<file path="src/rtl/sdfm_pkg.sv">
// Shared types and helpers for the sigma-delta filter channel group.
package sdfm_pkg;

   localparam int unsigned ACCW = 26;

   typedef enum logic [1:0] {
      SINC1 = 2'd0,
      SINC2 = 2'd1,
      SINC3 = 2'd2
   } filt_order_e;

   function automatic int unsigned clog2(input int unsigned v);
      int unsigned r;
      r = 0;
      for (int unsigned i = 0; i < 32; i++) begin
         if ((64'd1 << i) < 64'(v)) r = i + 32'd1;
      end
      return r;
   endfunction

   // Register code 3 is an alias for sinc3.
   function automatic filt_order_e to_order(input logic [1:0] st);
      filt_order_e o;
      case (st)
         2'd0:    o = SINC1;
         2'd1:    o = SINC2;
         default: o = SINC3;
      endcase
      return o;
   endfunction

   // Clamp an accumulator-width value into a dw-bit signed range.
   function automatic logic signed [31:0] saturate(input logic signed [ACCW-1:0] v,
                                                   input int unsigned dw);
      logic signed [63:0] wide;
      logic signed [63:0] hi;
      logic signed [63:0] lo;
      wide = {{(64-ACCW){v[ACCW-1]}}, v};
      hi   = (64'sd1 <<< (dw - 32'd1)) - 64'sd1;
      lo   = -hi - 64'sd1;
      if (wide > hi)      wide = hi;
      else if (wide < lo) wide = lo;
      return 32'(wide);
   endfunction

endpackage

</file>
<file path="src/rtl/sdfm_sinc_core.sv">
// One filter channel: sinc1/2/3 CIC decimator, shift/saturate, pending result
// register with overwrite detection, and clock-loss watchdog.
module sdfm_sinc_core
   import sdfm_pkg::*;
#(
   parameter int unsigned DW = 16
) (
   input  logic          clk_i,
   input  logic          rst_i,
   input  logic          en_i,
   input  logic          strobe_i,
   input  logic          bit_i,
   input  logic [7:0]    dec_i,
   input  logic [1:0]    st_i,
   input  logic [4:0]    sh_i,
   input  logic [7:0]    wdtlim_i,
   input  logic          err_clr_i,
   input  logic          grant_i,
   output logic          pend_o,
   output logic [DW-1:0] pend_data_o,
   output logic          lost_o,
   output logic          detect_err_o
);

   logic signed [ACCW-1:0] i1_q, i1_d, i2_q, i2_d, i3_q, i3_d;
   logic signed [ACCW-1:0] d1_q, d1_d, d2_q, d2_d, d3_q, d3_d;
   logic signed [ACCW-1:0] x, c0, c1, c2, c3, comb, shifted;
   logic signed [31:0]     sat;
   logic [7:0]             cnt_q, cnt_d, wdt_q, wdt_d;
   logic                   pend_q, pend_d, lost_q, lost_d, det_q, det_d;
   logic [DW-1:0]          pend_data_q, pend_data_d;
   logic                   stb, complete, lost_set, det_set;
   filt_order_e            order;

   always_comb begin
      stb      = en_i & strobe_i;
      x        = bit_i ? ACCW'(1) : {ACCW{1'b1}};
      order    = to_order(st_i);
      i1_d     = i1_q;
      i2_d     = i2_q;
      i3_d     = i3_q;
      cnt_d    = cnt_q;
      complete = 1'b0;

      // Integrator cascade is pipelined: each stage adds the previous stage's old value.
      if (stb) begin
         i1_d     = i1_q + x;
         i2_d     = i2_q + i1_q;
         i3_d     = i3_q + i2_q;
         cnt_d    = cnt_q + 8'd1;
         complete = (cnt_q == dec_i);
         if (complete) cnt_d = '0;
      end

      case (order)
         SINC1:   c0 = i1_d;
         SINC2:   c0 = i2_d;
         default: c0 = i3_d;
      endcase
      c1 = c0 - d1_q;
      c2 = c1 - d2_q;
      c3 = c2 - d3_q;
      case (order)
         SINC1:   comb = c1;
         SINC2:   comb = c2;
         default: comb = c3;
      endcase
      shifted = comb >>> sh_i;
      sat     = saturate(shifted, DW);

      d1_d        = d1_q;
      d2_d        = d2_q;
      d3_d        = d3_q;
      pend_d      = pend_q;
      pend_data_d = pend_data_q;
      lost_set    = 1'b0;
      if (complete) begin
         d1_d        = c0;
         d2_d        = c1;
         d3_d        = c2;
         pend_d      = 1'b1;
         pend_data_d = DW'(sat);
         lost_set    = pend_q & ~grant_i;
      end else if (grant_i) begin
         pend_d = 1'b0;
      end

      // Watchdog counts idle cycles and saturates at the limit; it flags only on arrival.
      wdt_d   = wdt_q;
      det_set = 1'b0;
      if ((wdtlim_i == 8'd0) || strobe_i) begin
         wdt_d = '0;
      end else if (wdt_q < wdtlim_i) begin
         wdt_d   = wdt_q + 8'd1;
         det_set = (wdt_q == (wdtlim_i - 8'd1));
      end

      lost_d = err_clr_i ? 1'b0 : (lost_q | lost_set);
      det_d  = err_clr_i ? 1'b0 : (det_q | (det_set & en_i));

      if (!en_i) begin
         i1_d        = '0;
         i2_d        = '0;
         i3_d        = '0;
         d1_d        = '0;
         d2_d        = '0;
         d3_d        = '0;
         cnt_d       = '0;
         pend_d      = 1'b0;
         pend_data_d = '0;
         wdt_d       = '0;
      end
   end

   always_ff @(posedge clk_i) begin
      if (rst_i) begin
         i1_q        <= '0;
         i2_q        <= '0;
         i3_q        <= '0;
         d1_q        <= '0;
         d2_q        <= '0;
         d3_q        <= '0;
         cnt_q       <= '0;
         wdt_q       <= '0;
         pend_q      <= 1'b0;
         pend_data_q <= '0;
         lost_q      <= 1'b0;
         det_q       <= 1'b0;
      end else begin
         i1_q        <= i1_d;
         i2_q        <= i2_d;
         i3_q        <= i3_d;
         d1_q        <= d1_d;
         d2_q        <= d2_d;
         d3_q        <= d3_d;
         cnt_q       <= cnt_d;
         wdt_q       <= wdt_d;
         pend_q      <= pend_d;
         pend_data_q <= pend_data_d;
         lost_q      <= lost_d;
         det_q       <= det_d;
      end
   end

   assign pend_o       = pend_q;
   assign pend_data_o  = pend_data_q;
   assign lost_o       = lost_q;
   assign detect_err_o = det_q;

endmodule

</file>
<file path="src/rtl/sdfm_chgroup.sv">
// N-channel sigma-delta filter group: per-channel sinc cores merged through a
// round-robin arbiter into one channel-tagged first-word-fall-through FIFO.
module sdfm_chgroup
   import sdfm_pkg::*;
#(
   parameter  int unsigned NCH        = 4,
   parameter  int unsigned DW         = 16,
   parameter  int unsigned FIFO_DEPTH = 16,
   localparam int unsigned CHW        = (NCH > 1) ? clog2(NCH) : 1,
   localparam int unsigned AW         = clog2(FIFO_DEPTH)
) (
   input  logic           SYSCLK,
   input  logic           SYSRST,
   input  logic [NCH-1:0] sd_clk_en,
   input  logic [NCH-1:0] sd_dsd_in,
   input  logic [NCH-1:0] reg_filten,
   input  logic [7:0]     reg_filtdec,
   input  logic [1:0]     reg_filtst,
   input  logic [4:0]     reg_filtsh,
   input  logic [7:0]     reg_wdtlim,
   input  logic [NCH-1:0] err_clr,
   input  logic           fifo_rd,
   output logic [DW-1:0]  fifo_rdata,
   output logic [CHW-1:0] fifo_rch,
   output logic           fifo_empty,
   output logic           fifo_full,
   output logic [AW:0]    fifo_level,
   output logic [NCH-1:0] lost,
   output logic [NCH-1:0] detect_err
);

   localparam int unsigned LW = AW + 1;
   localparam int unsigned IW = CHW + 1;

   logic [NCH-1:0] pend, grant;
   logic [DW-1:0]  pend_data [NCH];
   logic [CHW-1:0] rr_q, rr_d, gnt_idx;
   logic [IW-1:0]  idx;
   logic           push, pop, can_push;
   logic [DW-1:0]  mem_data [FIFO_DEPTH];
   logic [CHW-1:0] mem_ch [FIFO_DEPTH];
   logic [AW-1:0]  wptr_q, wptr_d, rptr_q, rptr_d;
   logic [LW-1:0]  level_q, level_d;
   logic           empty_q, empty_d, full_q, full_d;
   logic [DW-1:0]  rdata_q, rdata_d;
   logic [CHW-1:0] rch_q, rch_d;

   for (genvar g = 0; g < NCH; g++) begin : g_ch
      sdfm_sinc_core #(.DW(DW)) u_core (
         .clk_i        (SYSCLK),
         .rst_i        (SYSRST),
         .en_i         (reg_filten[g]),
         .strobe_i     (sd_clk_en[g]),
         .bit_i        (sd_dsd_in[g]),
         .dec_i        (reg_filtdec),
         .st_i         (reg_filtst),
         .sh_i         (reg_filtsh),
         .wdtlim_i     (reg_wdtlim),
         .err_clr_i    (err_clr[g]),
         .grant_i      (grant[g]),
         .pend_o       (pend[g]),
         .pend_data_o  (pend_data[g]),
         .lost_o       (lost[g]),
         .detect_err_o (detect_err[g])
      );
   end

   // Round-robin search starting at the pointer; a same-cycle pop frees a full slot.
   always_comb begin
      can_push = ~full_q | fifo_rd;
      push     = 1'b0;
      gnt_idx  = '0;
      idx      = '0;
      for (int k = 0; k < int'(NCH); k++) begin
         idx = IW'(rr_q) + IW'(k);
         if (idx >= IW'(NCH)) idx = idx - IW'(NCH);
         if (!push && can_push && pend[CHW'(idx)]) begin
            push    = 1'b1;
            gnt_idx = CHW'(idx);
         end
      end
      grant = '0;
      if (push) grant[gnt_idx] = 1'b1;
      rr_d = rr_q;
      if (push) rr_d = (gnt_idx == CHW'(NCH - 1)) ? '0 : gnt_idx + CHW'(1);
   end

   // FIFO bookkeeping; the head is held in registers and refreshed whenever it changes.
   always_comb begin
      pop    = fifo_rd & (~empty_q | push);
      wptr_d = wptr_q + AW'(push);
      rptr_d = rptr_q + AW'(pop);
      case ({push, pop})
         2'b10:   level_d = level_q + LW'(1);
         2'b01:   level_d = level_q - LW'(1);
         default: level_d = level_q;
      endcase
      empty_d = (level_d == '0);
      full_d  = (level_d == LW'(FIFO_DEPTH));
      rdata_d = rdata_q;
      rch_d   = rch_q;
      if (!empty_d) begin
         if (push && (rptr_d == wptr_q)) begin
            rdata_d = pend_data[gnt_idx];
            rch_d   = gnt_idx;
         end else begin
            rdata_d = mem_data[rptr_d];
            rch_d   = mem_ch[rptr_d];
         end
      end
   end

   always_ff @(posedge SYSCLK) begin
      if (push) begin
         mem_data[wptr_q] <= pend_data[gnt_idx];
         mem_ch[wptr_q]   <= gnt_idx;
      end
   end

   always_ff @(posedge SYSCLK) begin
      if (SYSRST) begin
         rr_q    <= '0;
         wptr_q  <= '0;
         rptr_q  <= '0;
         level_q <= '0;
         empty_q <= 1'b1;
         full_q  <= 1'b0;
         rdata_q <= '0;
         rch_q   <= '0;
      end else begin
         rr_q    <= rr_d;
         wptr_q  <= wptr_d;
         rptr_q  <= rptr_d;
         level_q <= level_d;
         empty_q <= empty_d;
         full_q  <= full_d;
         rdata_q <= rdata_d;
         rch_q   <= rch_d;
      end
   end

   assign fifo_rdata = rdata_q;
   assign fifo_rch   = rch_q;
   assign fifo_empty = empty_q;
   assign fifo_full  = full_q;
   assign fifo_level = level_q;

endmodule

</file>
<file path="config.mk">
export PLATFORM = sky130hd
export DESIGN_NAME = sdfm_chgroup
export DESIGN_NICKNAME = d
export VERILOG_FILES = /design/src/rtl/sdfm_pkg.sv /design/src/rtl/sdfm_sinc_core.sv /design/src/rtl/sdfm_chgroup.sv
export SDC_FILE = /design/constraint.sdc
export NUM_CORES = 2
export LEC_CHECK = 0
export BUFFER_PORTS_ARGS = -buffer_cell sky130_fd_sc_hd__buf_2
export CELL_PAD_IN_SITES_DETAIL_PLACEMENT = 0
export CELL_PAD_IN_SITES_GLOBAL_PLACEMENT = 1
export CORE_UTILIZATION = 45
export DETAILED_ROUTE_END_ITERATION = 10
export MAX_ROUTING_LAYER = met4
export PLACE_DENSITY_LB_ADDON = 0.1
export REMOVE_ABC_BUFFERS = 1
export SETUP_SLACK_MARGIN = 0.4
export SYNTH_ARGS = -nofsm -noshare
export SYNTH_HDL_FRONTEND = slang
export SYNTH_SLANG_ARGS = --single-unit
</file>
<file path="constraint.sdc">
create_clock -name SYSCLK -period 17.7 [get_ports SYSCLK]
set_clock_uncertainty 0.15 [all_clocks]
set_input_delay 1.77 -clock SYSCLK [delete_from_list [all_inputs] [get_ports SYSCLK]]
set_output_delay 1.77 -clock SYSCLK [all_outputs]
set_load 0.01 [all_outputs]
</file>
# Word-level counts from Yosys, hierarchy flattened
# Memories as Yosys holds them, arrays and structs flattened. A register that Yosys moved wholly into a read port is not among the register bits.
# Cells that the tools add are included.
[word_totals]
ff_bits = 781
latchBits = 0
mem_bits_rw = 288
mem_bits_ro = 0
in_bits = 42
output_inout_bits = 33
mem_count = 2
[mem_list]
columns = ["name", "depth", "word_bits", "read_ports", "rd_ports_with_merged_regs", "wr", "line_no", "rtl"]
rows = [
  ["mem_data", 16, 16, 1, 1, 1, "sdfm_chgroup.sv:40", "logic [DW-1:0] mem_data [FIFO_DEPTH];"],
  ["mem_ch", 16, 2, 1, 1, 1, "sdfm_chgroup.sv:41", "logic [CHW-1:0] mem_ch [FIFO_DEPTH];"],
]
[classes]
addsub = 45
mul = 0
n_div = 0
order_cmp = 23
eq_ne = 14
n_shift = 4
n_mux = 91
bitwise = 34
reduce_logical = 37
[ops]
columns = ["cell", "count"]
rows = [
  ["$mux W26", 16],
  ["$pmux W26 S2", 8],
  ["$add A26 B26 Y26", 12],
  ["$sub A26 B26 Y26", 12],
  ["$mux W16", 10],
  ["$gt A26 B16 Y1 const B", 4],
  ["$lt A26 B16 Y1 const B", 4],
  ["$sshr A26 B5 Y26", 4],
  ["$add A8 B1 Y8 const B", 8],
  ["$eq A8 B8 Y1", 8],
  ["$mux W1", 35],
  ["$bmux W16 S2", 1],
  ["$lt A8 B8 Y1", 4],
  ["$mux W8", 4],
  ["$mux W2", 9],
  ["$reduce_or A2 Y1", 8],
  ["$lt A2 B3 Y1 const B", 5],
  ["$and A1 B1 Y1", 13],
  ["$ge A3 B3 Y1 const B", 4],
  ["$reduce_or A3 Y1", 4],
  ["$not A1 Y1", 10],
  ["$or A1 B1 Y1", 10],
  ["$pmux W5 S2", 1],
  ["$add A4 B1 Y4", 2],
  ["other kinds (24)", 52],
]

# Depth between registers and ports, before layout
[logic_depth]
word_depth = 27
ltp_mapped = 52

# By module
# From an unflattened synthesis, not the netlist that was laid out.
[hier_totals]
cells_unflattened = 9907
hier_area_um2 = 82779.4
[by_module_without_submodules]
columns = ["mod", "instances", "cells_per_inst", "area_each_um2", "seq_area_each_um2"]
rows = [
  ["sdfm_sinc_core at g_ch[3].u_core", 1, 2362, 17555.6, 3823.7],
  ["sdfm_sinc_core at g_ch[1].u_core", 1, 2274, 17458.0, 3823.7],
  ["sdfm_sinc_core at g_ch[0].u_core", 1, 2358, 17423.0, 3823.7],
  ["sdfm_sinc_core at g_ch[2].u_core", 1, 2203, 16851.2, 3823.7],
  ["sdfm_chgroup", 1, 710, 13491.7, 9349.0],
]

# Worst setup path after synthesis
# OpenSTA, ideal clock, no wires.
[synth_path]
kind = "input to register"
startpoint = "input reg_filtst[0]"
endpoint = "register g_ch[1].u_core.pend_data_q[12]"
arrival_ns = 12.725
slack_ns = 4.755
path_stages = 49
cell_sequence = "clkbuf_1 -> clkbuf_1 -> clkbuf_1 -> buf_1 -> buf_1 -> buf_1 -> buf_1 -> clkbuf_1 -> clkbuf_1 -> clkbuf_1 -> a21oi_1 -> nor2_1 -> a21oi_1 -> ha_1 -> clkbuf_1 -> o21a_1 -> a211oi_2 -> o31ai_1 -> [13 not listed] -> ha_1 -> nand3_1 -> nor2_1 -> a2bb2o_1 -> or4_1 -> o22a_1 -> a31oi_1 -> xor2_1 -> and2_1 -> a41oi_1 -> o221ai_1 -> a211o_1 -> or4b_1 -> o211a_1 -> a211oi_2 -> o311ai_1 -> and2_1 -> a21oi_1"
[synth_via]
elab_chain_cells = 12
[synth_lines]
columns = ["element", "line_no", "rtl"]
rows = [
  ["start: declaration", "sdfm_chgroup.sv:18", "input logic [1:0] reg_filtst,"],
  ["$eq A2 B1 Y1 or $logic_not A2 Y1 (tied branches)", "sdfm_pkg.sv:24", "case (st)"],
  ["$pmux W2 S2 (*)", "sdfm_pkg.sv:24", ""],
  ["$eq A2 B1 Y1 or $logic_not A2 Y1 (tied branches)", "sdfm_sinc_core.sv:55", "case (order)"],
  ["$pmux W26 S2 (*)", "sdfm_sinc_core.sv:55", ""],
  ["net g_ch[1].u_core.c0[5]", "sdfm_sinc_core.sv:27", "logic signed [ACCW-1:0] x, c0, c1, c2, c3, comb, shifted;"],
  ["$sub A26 B26 Y26 (*)", "sdfm_sinc_core.sv:60", "c1 = c0 - d1_q;"],
  ["net g_ch[1].u_core.c1[12]", "sdfm_sinc_core.sv:27", ""],
  ["$sub A26 B26 Y26 (*)", "sdfm_sinc_core.sv:61", "c2 = c1 - d2_q;"],
  ["net g_ch[1].u_core.c2[19]", "sdfm_sinc_core.sv:27", ""],
  ["$sub A26 B26 Y26", "sdfm_sinc_core.sv:62", "c3 = c2 - d3_q;"],
  ["$pmux W26 S2 (*)", "sdfm_sinc_core.sv:63", "case (order)"],
  ["$sshr A26 B5 Y26 (*)", "sdfm_sinc_core.sv:68", "shifted = comb >>> sh_i;"],
  ["$lt A26 B16 Y1", "sdfm_pkg.sv:42", "else if (wide < lo) wide = lo;"],
  ["$mux W16", "sdfm_pkg.sv:42", ""],
  ["$mux W16 (*)", "sdfm_pkg.sv:41", "if (wide > hi) wide = hi;"],
  ["end signal: assignment", "sdfm_sinc_core.sv:139", "pend_data_q <= pend_data_d;"],
  ["end: declaration", "sdfm_sinc_core.sv:31", "logic [DW-1:0] pend_data_q, pend_data_d;"],
]
# The timed path passes the listed nets; every way through them passes the cells marked *.
# A chain may end at the register's enable or synchronous reset.

# Final worst setup path
[layout_path]
startpoint = "input sd_dsd_in[3]"
endpoint = "register g_ch[3].u_core.pend_data_q[3]"
[layout_via]
elab_chain_cells = 12
[layout_lines]
columns = ["element", "line_no", "rtl"]
rows = [
  ["start: declaration", "sdfm_chgroup.sv:15", "input logic [NCH-1:0] sd_dsd_in,"],
  ["$mux W26 (*)", "sdfm_sinc_core.sv:37", "x = bit_i ? ACCW'(1) : {ACCW{1'b1}};"],
  ["$add A26 B26 Y26 (*)", "sdfm_sinc_core.sv:47", "i1_d = i1_q + x;"],
  ["$mux W26 (*)", "sdfm_sinc_core.sv:46", "if (stb) begin"],
  ["$pmux W26 S2 (*)", "sdfm_sinc_core.sv:55", ""],
  ["net g_ch[3].u_core.c0[10]", "sdfm_sinc_core.sv:27", ""],
  ["$sub A26 B26 Y26 (*)", "sdfm_sinc_core.sv:60", ""],
  ["net g_ch[3].u_core.c1[13]", "sdfm_sinc_core.sv:27", ""],
  ["$sub A26 B26 Y26 (*)", "sdfm_sinc_core.sv:61", ""],
  ["net g_ch[3].u_core.c2[15]", "sdfm_sinc_core.sv:27", ""],
  ["$sub A26 B26 Y26", "sdfm_sinc_core.sv:62", ""],
  ["$pmux W26 S2 (*)", "sdfm_sinc_core.sv:63", ""],
  ["$sshr A26 B5 Y26 (*)", "sdfm_sinc_core.sv:68", ""],
  ["$lt A26 B16 Y1", "sdfm_pkg.sv:42", ""],
  ["$mux W16", "sdfm_pkg.sv:42", ""],
  ["$mux W16 (*)", "sdfm_pkg.sv:41", ""],
  ["end signal: assignment", "sdfm_sinc_core.sv:139", ""],
  ["end: declaration", "sdfm_sinc_core.sv:31", ""],
]
# Marked as above.

==> results.toml <==
[run_status]
status = "finished with violations"
violations = "DRC"

[cells_and_area]
final_area_um2 = 87400
multi_input_area_um2 = 51900
final_nets = 10209
area_delta_synth_final_pct = 8.98
regArea_um2 = 24600
drive_gt1_frac = 0.0779
fillCellCount = 17196
stdcell_count = 11943

[timing]
layout_min_cycle_time_ns = 13.07
hold_viol = 0
setup_viol = 0
rsz0062_at_grt = "false"
max_freq_mhz = 76.5
post-route-period-util = 0.738
worst_pin_slew_ns = 1.15
fin_ws_ns = 4.63
setup_tns_ns = 0
max_slew_margin = 0.234
maxSlewViolCount = 0

[detailed_routing]
ant_nets = 0
route.vias.total = 68817
wl_per_cell_um = 19.6
post_drt_via_cell_ratio = 5.76
drcViolationCount = 2
drt-pass1-iter-count = 11
wl_um = 235000
drtIter0Drc = 4187

[power_and_ir_drop]
leakage_uw = 0.0336
p_per_area_nw_per_um2 = 100
ir_worst_vdd_v = 0.000100

[yosys]
synthMostInstantiatedCell = "nor2_1"
syn-instance-count = 9613
synthAdderAreaFrac = 0.108
yosysTopAreaCell = "dfxtp_1"
synthArstFlopShare = 0
syn_avg_cell_area_um2 = 8.34
synth_top_family_by_area = "compound AO/OA/AOI/OAI gates"
synth-xor-area-share = 0.0664
synth_mux_area_frac = 0.0788
ys_warn_count = 0
synthSimpleGateAreaFrac = 0.164
synth.area.top_cells = "dfxtp_1 20%, edfxtp_1 11%, ha_1 10%"
synthDistinctLibCells = 133
synth_enable_flop_cells = 288
synth-compound-area-share = 0.227
yosysSeqAreaShare = 0.307
syn_area_um2 = 80200
synth_top_cell_area_share = 0.200
synth_commonest_cells = "1140 x nor2_1, 1024 x a21oi_1, 836 x nand2_1, 799 x dfxtp_1, 650 x ha_1"
ys.flop_type = "dfxtp_1"
ys_ff_latch = 1087

[critical_path]
cp.arrival_ns = 13.59
crit_type = "input pin to flip-flop"
cp_slowest_cell = "a221oi_4"
endpoint_kind = "flip-flop"
critPathMaxStageDelay_ns = 0.84
cp_max_fo = 25
start_kind = "input pin"
required_ns = 18.22
rr_worst_depth = 52

[global_routing]
antenna_found_initial = 5
grt-ovfl-total = 0
grt_pass1_vias = 65696
grt_pass1_wl_um = 373000
grt_use_total = 0.264
grt_start_max_net_pins = 110

[placement]
io_buffers = 74
post-dp-hpwl_um = 168000
place_ws_ns = 3.94
gp_congestion = 0.902
postPlaceCellArea_um2 = 82700
dp_cells = 11694

[clock_network]
cts-resized-gates = 0
clkSlewWorstSetupHoldPaths_ns = 0.06
cts_buffers = 136
cts_max_path_buffers = 3
htree_levels = 4
cts-root-buf = "clkbuf_16"
cts_setup_buffers = 0
cts.sinks = 1087
tritoncts = "yes"
clk_latency_ns = 0.84
postCtsHoldBufs = 0

[worst_hold_path]
whs_path_depth = 2
holdCritPathClass = "flip-flop to flip-flop"

[floorplanning]
die_area_um2 = 180000
coreArea_um2 = 176000
rows = 154
die_height_um = 424
die_w_um = 424
io_pins = 75
start_util = 0.454

[run]
drv_cap = 0
==> final cells by class <==
class	instances	share of cell area
multi-input cells	7551	0.594
flip-flops and latches	1087	0.282
clock buffers	200	0.0445
well taps	2340	0.0335
inverters	525	0.0227
repair buffers	191	0.0147
clock inverters	48	0.00879
diodes	1	0.0000286
==> kinds of logic (layout without fill, tap and decap cells) <==
group           after synthesis  count (layout)
compound gates             2877            2877
xor+xnor                    598             598
fa+ha+maj                   675             675
buf+inv                     975             964
flops                      1087            1087
mux                         483             483
other cells                   0               1
simple gates               2918            2918
==> registers in the layout, indices dropped and copies added (netlist names), 5 cells and up <==
register / cells
mem_data: 256
g_ch.u_core.d1_q: 104
g_ch.u_core.d2_q: 104
g_ch.u_core.d3_q: 104
g_ch.u_core.i1_q: 104
g_ch.u_core.i2_q: 104
g_ch.u_core.i3_q: 104
g_ch.u_core.pend_data_o: 64
g_ch.u_core.cnt_q: 32
g_ch.u_core.wdt_q: 32
mem_ch: 32
fifo_rdata: 16
fifo_level: 5
==> cell usage in the layout (no fill, tap or decap), types with 138 or more instances in the layout <==
master	count
a21oi_1	1023
xor2_1	248
mux2i_1	300
inv_1	520
clkbuf_16	138
nor3_1	164
xnor2_1	341
ha_1	648
nand2_1	831
nor2_1	1124
o21ai_0	591
edfxtp_1	288
a21o_1	187
dfxtp_1	799
a211oi_1	217
==> through the flow <==
stage / util / total power [uW] / hold WS, ns
after CTS: 0.495 / 8800 / 0.301
after detailed placement: 0.469 / 5870 / 0.293
final: 0.495 / 8750 / 0.297
after global placement: 0.469 / 5860 / 0.287
after global routing: 0.495 / 9290 / 0.313
after floorplan: - / 5080 / 0.274
==> power by group <==
| group | leakage, uW | switching (uW) | internal, uW |
|---|---|---|---|
| Clock | 0.00224 | 1200 | 1680 |
| Combinational | 0.0226 | 2010 | 1300 |
| Sequential | 0.00877 | 11.2 | 2550 |
| Total | 0.0336 | 3220 | 5530 |
==> per-layer routing <==
metal | GRT usage | wire length [um]
met5 | - | 0
met4 | 0.0715 | 5860
met3 | 0.0275 | 9230
met2 | 0.418 | 106000
met1 | 0.359 | 113000
==> worst paths after layout <==
check	startpoint	endpoint	slack [ns]
setup / recovery	sd_dsd_in[3]	g_ch[3].u_core.pend_data_o[3]	4.63
hold / removal	g_ch[2].u_core.d2_q[12]	g_ch[2].u_core.d2_q[12]	0.30
setup reg to reg	g_ch[1].u_core.i1_q[0]	g_ch[1].u_core.pend_data_o[12]	5.82
hold reg to reg	g_ch[2].u_core.d2_q[12]	g_ch[2].u_core.d2_q[12]	0.30
==> worst max-delay path, delay by kind of cell <==
kind                     cells  cell delay, ns
XOR/XNOR                     3            0.71
AND/OR/NAND/NOR             14            3.67
buffers and inverters        2            0.87
adder cells (fa/ha/maj)      4            1.29
multiplexers                 2            0.38
AO/OA/AOI/OAI               22            4.89
Power figures use the tool's default switching activity.
